<file path="config.mk">
export PLATFORM = sky130hd
export DESIGN_NAME = hazard_stall_controller
export DESIGN_NICKNAME = d
export VERILOG_FILES = /design/src/rtl/core_ctrl_pkg.sv /design/src/rtl/hazard_detect.sv /design/src/rtl/hazard_stall_controller.sv
export SDC_FILE = /design/constraint.sdc
export NUM_CORES = 1
export LEC_CHECK = 0
export ABC_AREA = 1
export ABC_CLOCK_PERIOD_IN_PS = 1900
export BUFFER_PORTS_ARGS = -buffer_cell sky130_fd_sc_hd__clkbuf_2
export CORE_MARGIN = 1
export CORE_UTILIZATION = 35
export CTS_BUF_LIST = sky130_fd_sc_hd__clkbuf_4 sky130_fd_sc_hd__clkbuf_8 sky130_fd_sc_hd__clkbuf_16
export DETAILED_ROUTE_END_ITERATION = 10
export PLACE_DENSITY = 0.56
export SLEW_MARGIN = 20
export SYNTH_ARGS = -nofsm -noshare
export SYNTH_HDL_FRONTEND = slang
export SYNTH_SLANG_ARGS = --single-unit
</file>
<file path="constraint.sdc">
create_clock -name clk -period 1.9 [get_ports clk]
set_input_delay 0.19 -clock clk [delete_from_list [all_inputs] [get_ports clk]]
set_output_delay 0.19 -clock clk [all_outputs]
set_load 0.02 [all_outputs]
</file>
<file path="src/rtl/core_ctrl_pkg.sv">
// ----------------------------------------------------------------------------
// core_ctrl_pkg
// Shared definitions for the pipeline sequencing logic of the 5-stage core.
//   ctrl_state_t : sequencer states (RUN, DRAIN, HALTED)
//   ECALL_X17    : architectural register an ecall reads for its service code
//   HALT_CODE    : service code in x17 that requests a halt
//   reg_match()  : "this source really reads the producer's rd" helper
// ----------------------------------------------------------------------------
package core_ctrl_pkg;

    typedef enum logic [1:0] {
        RUN    = 2'd0,
        DRAIN  = 2'd1,
        HALTED = 2'd2
    } ctrl_state_t;

    localparam logic [4:0]  ECALL_X17 = 5'd17;
    localparam logic [31:0] HALT_CODE = 32'd10;
    localparam logic [4:0]  REG_ZERO  = 5'd0;

    // A source depends on a producer only if it is really read and the
    // producer targets a real register (x0 writes are discarded).
    function automatic logic reg_match(
        input logic [4:0] src,
        input logic       src_used,
        input logic [4:0] prod_rd
    );
        return src_used & (prod_rd != REG_ZERO) & (src == prod_rd);
    endfunction

endpackage : core_ctrl_pkg

</file>
<file path="src/rtl/hazard_detect.sv">
// ----------------------------------------------------------------------------
// hazard_detect
// Purely combinational detection of the hazards forwarding cannot resolve.
//   Inputs : ID source registers and use flags, ID ecall flag, EX rd with its
//            load/write flags, MEM rd with its load flag.
//   Outputs: load_use_o  - ID reads the destination of a load now in EX.
//            ecall_haz_o - ID ecall needs x17 that is not yet forwardable
//                          (written by EX, or loaded by MEM).
// ----------------------------------------------------------------------------
module hazard_detect
    import core_ctrl_pkg::*;
#(
    parameter logic [4:0] ECALL_REG = ECALL_X17
) (
    input  logic [4:0] id_rs1_i,
    input  logic [4:0] id_rs2_i,
    input  logic       id_use_rs1_i,
    input  logic       id_use_rs2_i,
    input  logic       id_is_ecall_i,
    input  logic [4:0] id_ex_rd_i,
    input  logic       id_ex_mem_read_i,
    input  logic       id_ex_reg_write_i,
    input  logic [4:0] ex_mem_rd_i,
    input  logic       ex_mem_mem_read_i,
    output logic       load_use_o,
    output logic       ecall_haz_o
);

    logic rs1_dep_s;
    logic rs2_dep_s;
    logic x17_ex_s;
    logic x17_mem_s;

    assign rs1_dep_s = reg_match(id_rs1_i, id_use_rs1_i, id_ex_rd_i);
    assign rs2_dep_s = reg_match(id_rs2_i, id_use_rs2_i, id_ex_rd_i);

    // The ecall operand is treated as an always-used source so an rd of x0
    // can never stall it, even if ECALL_REG were ever set to zero.
    assign x17_ex_s  = id_ex_reg_write_i & reg_match(ECALL_REG, 1'b1, id_ex_rd_i);
    assign x17_mem_s = ex_mem_mem_read_i & reg_match(ECALL_REG, 1'b1, ex_mem_rd_i);

    assign load_use_o  = id_ex_mem_read_i & (rs1_dep_s | rs2_dep_s);
    assign ecall_haz_o = id_is_ecall_i & (x17_ex_s | x17_mem_s);

endmodule : hazard_detect

</file>
<file path="src/rtl/hazard_stall_controller.sv">
// ----------------------------------------------------------------------------
// hazard_stall_controller
// Central pipeline sequencer: decides each cycle whether the pipeline
// registers advance, stall, take a bubble or flush, sequences the halt drain
// after a halting ecall, and keeps saturating stall / flush counters.
//   clk, reset           : core clock, asynchronous active-low reset
//   id_*                 : ID-stage sources, use flags, ecall / halt request
//   id_ex_*, ex_mem_*    : destination info of the EX and MEM occupants
//   ex_mispredict        : EX resolved a branch/jump wrongly this cycle
//   dmem_req, dmem_ready : data-cache handshake; req & !ready freezes all
//   pc_write .. mem_wb_bubble : pipeline latch enables / NOP injects
//   is_halted            : core has retired its halting ecall
//   stall_cycles         : RUN cycles with pc_write low (saturating)
//   flush_count          : mispredict flushes taken (saturating)
// Latch controls are combinational from the current state and inputs; the
// state, drain counter and performance counters are registered.
// ----------------------------------------------------------------------------
module hazard_stall_controller
    import core_ctrl_pkg::*;
#(
    parameter int unsigned DRAIN_CYCLES = 3,
    parameter int unsigned CNT_WIDTH    = 32,
    parameter int unsigned ECALL_REG    = 17
) (
    input  logic                 clk,
    input  logic                 reset,
    input  logic [4:0]           id_rs1,
    input  logic [4:0]           id_rs2,
    input  logic                 id_use_rs1,
    input  logic                 id_use_rs2,
    input  logic                 id_is_ecall,
    input  logic                 id_halt_req,
    input  logic [4:0]           id_ex_rd,
    input  logic                 id_ex_mem_read,
    input  logic                 id_ex_reg_write,
    input  logic [4:0]           ex_mem_rd,
    input  logic                 ex_mem_mem_read,
    input  logic                 ex_mispredict,
    input  logic                 dmem_req,
    input  logic                 dmem_ready,
    output logic                 pc_write,
    output logic                 if_id_write,
    output logic                 if_id_flush,
    output logic                 id_ex_write,
    output logic                 id_ex_bubble,
    output logic                 ex_mem_write,
    output logic                 mem_wb_bubble,
    output logic                 is_halted,
    output logic [CNT_WIDTH-1:0] stall_cycles,
    output logic [CNT_WIDTH-1:0] flush_count
);

    localparam int unsigned DCW = (DRAIN_CYCLES < 2) ? 1 : $clog2(DRAIN_CYCLES + 1);
    localparam logic [DCW-1:0] DRAIN_LOAD = DCW'(DRAIN_CYCLES);
    localparam logic [DCW-1:0] DRAIN_ONE  = DCW'(1);

    ctrl_state_t          state_q, state_d;
    logic [DCW-1:0]       drain_cnt_q, drain_cnt_d;
    logic [CNT_WIDTH-1:0] stall_cnt_q, stall_cnt_d;
    logic [CNT_WIDTH-1:0] flush_cnt_q, flush_cnt_d;

    logic freeze_s;
    logic load_use_s;
    logic ecall_haz_s;
    logic flush_take_s;

    logic pc_write_s;
    logic if_id_write_s;
    logic if_id_flush_s;
    logic id_ex_write_s;
    logic id_ex_bubble_s;
    logic ex_mem_write_s;
    logic mem_wb_bubble_s;
    logic is_halted_s;

    // Saturating increment: counters stick at all-ones instead of wrapping.
    function automatic logic [CNT_WIDTH-1:0] sat_inc(input logic [CNT_WIDTH-1:0] v);
        return (&v) ? v : (v + {{(CNT_WIDTH-1){1'b0}}, 1'b1});
    endfunction

    assign freeze_s = dmem_req & ~dmem_ready;

    hazard_detect #(
        .ECALL_REG (5'(ECALL_REG))
    ) u_hazard_detect (
        .id_rs1_i          (id_rs1),
        .id_rs2_i          (id_rs2),
        .id_use_rs1_i      (id_use_rs1),
        .id_use_rs2_i      (id_use_rs2),
        .id_is_ecall_i     (id_is_ecall),
        .id_ex_rd_i        (id_ex_rd),
        .id_ex_mem_read_i  (id_ex_mem_read),
        .id_ex_reg_write_i (id_ex_reg_write),
        .ex_mem_rd_i       (ex_mem_rd),
        .ex_mem_mem_read_i (ex_mem_mem_read),
        .load_use_o        (load_use_s),
        .ecall_haz_o       (ecall_haz_s)
    );

    // Latch controls and next state, selected by state and hazard priority.
    always_comb begin
        state_d         = state_q;
        drain_cnt_d     = drain_cnt_q;
        flush_take_s    = 1'b0;
        pc_write_s      = 1'b1;
        if_id_write_s   = 1'b1;
        if_id_flush_s   = 1'b0;
        id_ex_write_s   = 1'b1;
        id_ex_bubble_s  = 1'b0;
        ex_mem_write_s  = 1'b1;
        mem_wb_bubble_s = 1'b0;
        is_halted_s     = 1'b0;

        case (state_q)
            RUN: begin
                if (freeze_s) begin
                    // EX holds, so a pending mispredict or halt re-presents
                    // once the cache answers.
                    pc_write_s      = 1'b0;
                    if_id_write_s   = 1'b0;
                    id_ex_write_s   = 1'b0;
                    ex_mem_write_s  = 1'b0;
                    mem_wb_bubble_s = 1'b1;
                end else if (ex_mispredict) begin
                    // The flush discards the ID occupant, so any load-use on
                    // it is moot and does not count as a stall.
                    if_id_flush_s  = 1'b1;
                    id_ex_bubble_s = 1'b1;
                    flush_take_s   = 1'b1;
                end else if (load_use_s | ecall_haz_s) begin
                    pc_write_s     = 1'b0;
                    if_id_write_s  = 1'b0;
                    id_ex_bubble_s = 1'b1;
                end else if (id_halt_req) begin
                    // Let the ecall advance, stop fetching, then drain.
                    pc_write_s    = 1'b0;
                    if_id_flush_s = 1'b1;
                    state_d       = DRAIN;
                    drain_cnt_d   = DRAIN_LOAD;
                end else begin
                    state_d = RUN;
                end
            end

            DRAIN: begin
                pc_write_s = 1'b0;
                if (freeze_s) begin
                    if_id_write_s   = 1'b0;
                    id_ex_write_s   = 1'b0;
                    ex_mem_write_s  = 1'b0;
                    mem_wb_bubble_s = 1'b1;
                end else begin
                    // Only younger work is behind the ecall, so a mispredict
                    // signal here cannot be genuine and is ignored.
                    if_id_flush_s  = 1'b1;
                    id_ex_bubble_s = 1'b1;
                    drain_cnt_d    = drain_cnt_q - DRAIN_ONE;
                    if (drain_cnt_q == DRAIN_ONE) begin
                        state_d = HALTED;
                    end else begin
                        state_d = DRAIN;
                    end
                end
            end

            HALTED: begin
                pc_write_s     = 1'b0;
                if_id_write_s  = 1'b0;
                id_ex_write_s  = 1'b0;
                ex_mem_write_s = 1'b0;
                is_halted_s    = 1'b1;
            end

            default: begin
                // Unreachable encoding: recover to RUN with a clean count.
                state_d     = RUN;
                drain_cnt_d = {DCW{1'b0}};
            end
        endcase
    end

    // Performance counters advance only while running.
    always_comb begin
        stall_cnt_d = stall_cnt_q;
        flush_cnt_d = flush_cnt_q;
        if (state_q == RUN) begin
            if (!pc_write_s) begin
                stall_cnt_d = sat_inc(stall_cnt_q);
            end else begin
                stall_cnt_d = stall_cnt_q;
            end
            if (flush_take_s) begin
                flush_cnt_d = sat_inc(flush_cnt_q);
            end else begin
                flush_cnt_d = flush_cnt_q;
            end
        end else begin
            stall_cnt_d = stall_cnt_q;
            flush_cnt_d = flush_cnt_q;
        end
    end

    // State, drain counter and performance counter registers.
    always_ff @(posedge clk or negedge reset) begin
        if (!reset) begin
            state_q     <= RUN;
            drain_cnt_q <= {DCW{1'b0}};
            stall_cnt_q <= {CNT_WIDTH{1'b0}};
            flush_cnt_q <= {CNT_WIDTH{1'b0}};
        end else begin
            state_q     <= state_d;
            drain_cnt_q <= drain_cnt_d;
            stall_cnt_q <= stall_cnt_d;
            flush_cnt_q <= flush_cnt_d;
        end
    end

    assign pc_write      = pc_write_s;
    assign if_id_write   = if_id_write_s;
    assign if_id_flush   = if_id_flush_s;
    assign id_ex_write   = id_ex_write_s;
    assign id_ex_bubble  = id_ex_bubble_s;
    assign ex_mem_write  = ex_mem_write_s;
    assign mem_wb_bubble = mem_wb_bubble_s;
    assign is_halted     = is_halted_s;
    assign stall_cycles  = stall_cnt_q;
    assign flush_count   = flush_cnt_q;

endmodule : hazard_stall_controller

</file>
Word level (Yosys, flattened, before mapping)
Index checks and enable logic that the tools add are counted.
- reductions and logical operators: 11
- bitwise operators: 19
- add/sub/neg operators: 3
- equality and inequality tests: 12
- mux-type cells: 39
- operator list (operator ; number):
    32-bit by 1-bit adder with 32-bit output, second input constant ; 2
    32-bit AND reduction ; 2
    1-bit two-way mux ; 22
    2-bit two-way mux ; 10
    2-bit one-hot mux with 3 select lines ; 2
    1-bit bitwise AND ; 11
    5-bit equality test ; 2
    5-bit equality test, first input constant ; 2
    2-bit inequality test, second input constant ; 5
    5-bit nonzero test ; 2
    1-bit one-hot mux with 2 select lines ; 4
    3-bit AND reduction ; 2
    6-bit AND reduction ; 1
    1-bit inverter ; 5
    5-bit AND reduction ; 1
    2-bit by 1-bit equality test with 1-bit output, second input constant ; 2
    2-bit OR reduction ; 2
    1-bit OR ; 3
    1-bit one-hot mux with 3 select lines ; 1
    2-bit equality test, second input constant ; 1
    2-bit zero test ; 1
    2-bit by 1-bit subtractor with 2-bit output, second input constant ; 1
- register bits: 68

Longest topological paths before layout
- word-level depth: 12
- depth in mapped cells: 14
- gate-level depth less buffers: 13

By module
From an unflattened synthesis, not the netlist that was laid out.
- cells, all modules: 774
- area, all modules: 4914.7 um^2
- by module, submodules not included (module ; times used ; cells an instance ; area each (um^2)):
    hazard_stall_controller ; 1 ; 714 ; 4672.0
    hazard_detect ; 1 ; 60 ; 242.7

Worst setup path before layout
Ideal clock, no wire load.
- path type: register to register
- start point: register stall_cnt_q[0], in the netlist stall_cycles[0]
- end point: register stall_cnt_q[2], in the netlist stall_cycles[2]
- cell stages (with the launch flop): 13
- setup slack: -28 ps
- library setup time: 66 ps
- data arrival time: 1863 ps
- required time: 1834 ps
- period minus slack after synthesis: 1928 ps
- cell sequence: dfrtp_1 -> ha_1 -> nand3_2 -> inv_2 -> nand2_2 -> nor3b_2 -> nand3_1 -> nor2_1 -> nand2_2 -> nand4_4 -> buf_4 -> nand2_1 -> nand2_1
- cells in the longest elaborated chain, start to end: 3
- elaborated cells between the ends (all ways): 4
- classes of those cells: add/sub (1); bitwise (1); reduce/logical (2)
- ends and longest elaborated chain (what ; RTL line ; text):
    start, declared ; hazard_stall_controller.sv:59 ; logic [CNT_WIDTH-1:0] stall_cnt_q, stall_cnt_d;
    start signal, assigned ; hazard_stall_controller.sv:208 ; stall_cnt_q <= {CNT_WIDTH{1'b0}};
    start signal, assigned ; hazard_stall_controller.sv:213 ; stall_cnt_q <= stall_cnt_d;
    parallel branches: the longest is 3 deep, another holds 32-bit by 1-bit adder with 32-bit output ; -- ;
Several ways; the timed one is not identified.
A chain may end at the register's enable or synchronous reset.

Final worst setup path
- start point: register state_q[1]
- end point: output pc_write
- cells in the longest elaborated chain, start to end: 3
- elaborated cells between the ends (all ways): 5
- classes of those cells: eq/ne (2); mux (1); reduce/logical (2)
- ends and longest elaborated chain (what ; RTL line ; text):
    start, declared ; hazard_stall_controller.sv:57 ; ctrl_state_t state_q, state_d;
    start signal, assigned ; hazard_stall_controller.sv:211 ; state_q <= state_d;
    2-bit by 1-bit equality test with 1-bit output or 2-bit equality test (tied branches) ; hazard_stall_controller.sv:114 ; case (state_q)
    2-bit OR reduction (no source line) ; -- ;
    1-bit one-hot mux with 2 select lines (*) ; hazard_stall_controller.sv:114 ;
    end, declared ; hazard_stall_controller.sv:41 ; output logic pc_write,
Mark *: on every way between the ends. The rest lies on a longest branch, timed or not.

==> results.txt <==
----------------------------------------------------
[Floorplanning]
  Standard-cell row count ... 40
  Overall die area ... 13250 sq um
  Die span in y ... 115.1 microns
  Core region area ... about 12000 sq um
  Starting density of the core ... 36.52%
  Die span in x ... 115.1 microns
  Boundary pin count ... 104

[STA]
  Total negative setup slack ... 0 ns
  Worst setup slack after layout ... 0.01402 ns
  Hold Worst Slack ... 0.2508 ns
  Least-Margin Pin Slew ... 0.4900 ns
  Highest attainable clock frequency ... 530.2 MHz
  Unrepaired setup endpoints after global routing ... true
  Final cycle utilization of the critical path ... a little under 100%
  Min cycle time layout ... 1.886 ns
  Clock tree skew after final layout ... 0.01078 ns
  Final Max Tran Viols ... 0
  Worst-case headroom to the max-slew limit ... 67.33%
  Count of endpoints failing setup in the final report ... 0
  Number of hold violations in the final report ... 0

[Critical path]
  Worst Setup SP ... state_q[1]
  Critical register-to-register path startpoint ... flush_count[1]
  Kind of start point of the critical path ... flip-flop
  Endpoint arrival time on the critical path ... 1.70 ns
  Worst Path Required ... 1.71 ns
  Critical path endpoint category ... primary output
  Setup slack on the worst flop-to-flop path ... 0.02 ns
  Crit Path Max Fanout ... 3
  Count of cells along the worst register-to-register path ... 10
  Critical path type ... flip-flop to primary output
  Cells along the critical path ... inv_2, ha_4, inv_4, nor2_4, nand2_2, buf_6, nand2_4, a21oi_2, inv_1, clkbuf_8
  Cell with the largest stage delay on the worst path ... sky130_fd_sc_hd__dfrtp_1
  Critical R2R Capture ... flush_count[29]
  Capturing instance or port of the critical path ... pc_write
  Slowest Stage Delay on Critical Path ... about 0.39 ns

[Drt]
  DRC errors left ... 0
  Vias per Instance ... 4.790
  Post-detailed-routing wire length ... around 13000 microns
  Total vias in the final route ... 4728
  Detailed-route wire length per cell ... 13.67 microns
  Number of design-rule violations left by the first detailed-router iteration ... 332
  First-pass iteration count of the detailed router ... 4
  Antenna viol nets, final ... 0

[Synthesis]
  Top cells by area, synth ... sky130_fd_sc_hd__dfrtp_1 38%, sky130_fd_sc_hd__nand2_1 18%, sky130_fd_sc_hd__xor2_1 7.6%
  Post-synthesis cell area ... 4478 sq um
  Register bit count reported by yosys ... 68
  Syn nets ... 662
  Area share of fa/ha/maj cells after synthesis ... just under 2%
  Fraction of the mapped netlist area in simple logic gates ... between 30% and 40%
  Seq/Total Area, Yosys ... 38.00%
  Share of the synthesized area in compound gates (AO/OA/AOI/OAI) ... 2.179%
  Synth top area share ... 38.00%
  Post-synthesis mux area share ... 0%
  Post-synthesis area per instance ... 7.188 sq um
  Number of distinct standard cells referenced by the synthesized netlist ... 29
  Post-Synthesis Cells ... 623
  Post-synthesis xor/xnor area fraction ... around an eighth
  Dominant combinational cell family by area after synthesis ... simple AND/OR/NAND/NOR gates
  Cell type with the largest total area after synthesis ... sky130_fd_sc_hd__dfrtp_1
  Yosys warning total ... 0

[Finish]
  Commonest non-fill, non-tap cell in the layout ... sky130_fd_sc_hd__nand2_1
  Final core occ ... 52.13%
  Layout area overhead ... 42.75%
  Non-filler cells in the finished layout ... 987
  Top library cells by usage in the layout, fill and taps aside ... 205 x sky130_fd_sc_hd__nand2_1, 98 x sky130_fd_sc_hd__clkbuf_2, 83 x sky130_fd_sc_hd__buf_4
  Share of layout cells above drive strength 1 ... 31.38%
  Post-route cell area ... 6392 sq um
  Final net count ... 854
  # diodes ... 0

[Min path]
  Hold/Removal Path Class ... input port to flip-flop

[Pwr]
  Power consumption ... 6.638 mW
  Static Leak ... between 3 and 4 nW
  Power density over the cells ... 1038 nW/um^2
  Peak supply drop ... 1.023 mV

[CTS]
  Insertion delay of the later-clocked pin in the worst-skew pair ... 0.34 ns
  CTS Root Cell ... sky130_fd_sc_hd__clkbuf_16
  Clock edge transition at the registers on the reported setup and hold paths ... 0.05 ns
  CTS max path bufs ... 2
  Clock buffers created by TritonCTS ... 9
  TritonCTS clock tree ... yes
  H-tree depth reported by CTS ... 3
  Clock sink total ... 68

[Placed design]
  Worst slack at placement ... -0.1411 ns
  Placed cell count ... 958
  Placed cell areas ... 5757 sq um
  IO Port Bufs ... a little over 100
  Detailed Place HPWL ... about 10000 microns
  Final estimated routing congestion in global placement ... 0.9160

[Run status]
  Outcome ... finished, final reports clean

[GRT]
  First-pass GRT wire length ... 22160 microns
  Final global-route overflow total ... 0
  Combined global-route utilization of all metal layers ... 21.46%
  Number of antenna violations at the first check in global routing ... 0
  Maximum number of pins on one net before global-route repair ... 41
  Number of global-route vias before repair ... 4674

[Run]
  Number of maximum-capacitance constraint violations ... 0

----------------------------------------------------
==> where the power goes <==
group          total (mW)  leakage (nW)  switching (mW)  internal, mW
clock                1.57         0.142           0.602         0.971
combinational        3.29          2.30            1.90          1.39
sequential           1.77         0.902           0.148          1.62
total                6.64          3.34            2.65          3.99
==> per-layer routing <==
| layer | GRT usage, % | share of wire (%) | wire length (microns) |
|---|---|---|---|
| met5 | 0 | 0 | 0 |
| met4 | 5.281 | 1.4 | 195 |
| met3 | 5.799 | 4.4 | 591 |
| met2 | 37.39 | 49 | 6632 |
| met1 | 26.26 | 45 | 6073 |
==> cells by family after synthesis <==
family / after synthesis
and+or+nand+nor: 393
AOI/OAI and AO/OA: 18
DFF: 68
buffers and inverters: 76
adders and majority gates: 7
xor gates and xnor gates: 61
==> worst max-delay path, delay by kind of cell (launching register included) <==
family / cells / cell delay, ns
AO/OA/AOI/OAI: 1 / 0.06
flip-flops: 1 / 0.39
AND/OR/NAND/NOR: 3 / 0.27
adder cells (fa/ha/maj): 1 / 0.17
buffers and inverters: 5 / 0.46
==> state kept, by name, indices dropped and copies added, names as in the netlist <==
| register | count |
|---|---|
| flush_count | 32 |
| drain_cnt_q | 2 |
| state_q | 2 |
| stall_cycles | 32 |
==> timing repair <==
action | in CTS | in global routing
setup endpoints to repair | 40 | 52
pin swaps | 6 | 21
gates resized for setup | 22 | 34
hold buffers | 1 | 0
setup buffers | 8 | 3
endpoints found under the hold margin | 18 | 0
cloned | 1 | 1
==> area by class of cell <==
cell class | instances | area (sq um)
clock inverters | 2 | 10.01
repair buffers | 197 | 1358
well taps | 168 | 210.2
inverters | 60 | 227.7
flip-flops and latches | 68 | 1704
fillers | 1210 | 5869
clock buffers | 13 | 267.8
multi-input cells | 479 | 2615
==> worst min path at each step <==
stage	start	to	slack, ns	cells past startpoint
final	ex_mispredict	state_q[0]	0.25	4
after global routing	ex_mispredict	state_q[1]	0.28	3
after CTS	ex_mispredict	state_q[0]	0.26	4
after global placement	reset	state_q[1]	0.19	1
after floorplan	reset	drain_cnt_q[0]	-0.11	0
after detailed placement	reset	state_q[1]	0.19	1
==> cell usage after synthesis <==
cell type	n
sky130_fd_sc_hd__nand2_2	2
sky130_fd_sc_hd__buf_2	7
sky130_fd_sc_hd__nor3_1	21
sky130_fd_sc_hd__a21oi_1	6
sky130_fd_sc_hd__nor2_2	3
sky130_fd_sc_hd__o211ai_1	1
sky130_fd_sc_hd__nor4_1	5
sky130_fd_sc_hd__buf_1	3
sky130_fd_sc_hd__nor3b_1	2
sky130_fd_sc_hd__dfrtp_1	68
sky130_fd_sc_hd__xnor2_1	22
sky130_fd_sc_hd__o22ai_1	1
sky130_fd_sc_hd__a21oi_2	1
sky130_fd_sc_hd__or2_2	1
sky130_fd_sc_hd__xor2_1	39
sky130_fd_sc_hd__nand4_4	1
sky130_fd_sc_hd__nor3_2	4
sky130_fd_sc_hd__nand3_1	20
sky130_fd_sc_hd__inv_1	54
sky130_fd_sc_hd__nand4_1	50
sky130_fd_sc_hd__ha_1	7
sky130_fd_sc_hd__nor3b_2	1
sky130_fd_sc_hd__nand2_1	209
sky130_fd_sc_hd__nand3_2	1
sky130_fd_sc_hd__nor2_1	73
sky130_fd_sc_hd__clkbuf_1	1
sky130_fd_sc_hd__buf_4	5
sky130_fd_sc_hd__inv_2	6
sky130_fd_sc_hd__o21ai_0	9
Power figures use the tool's default switching activity.
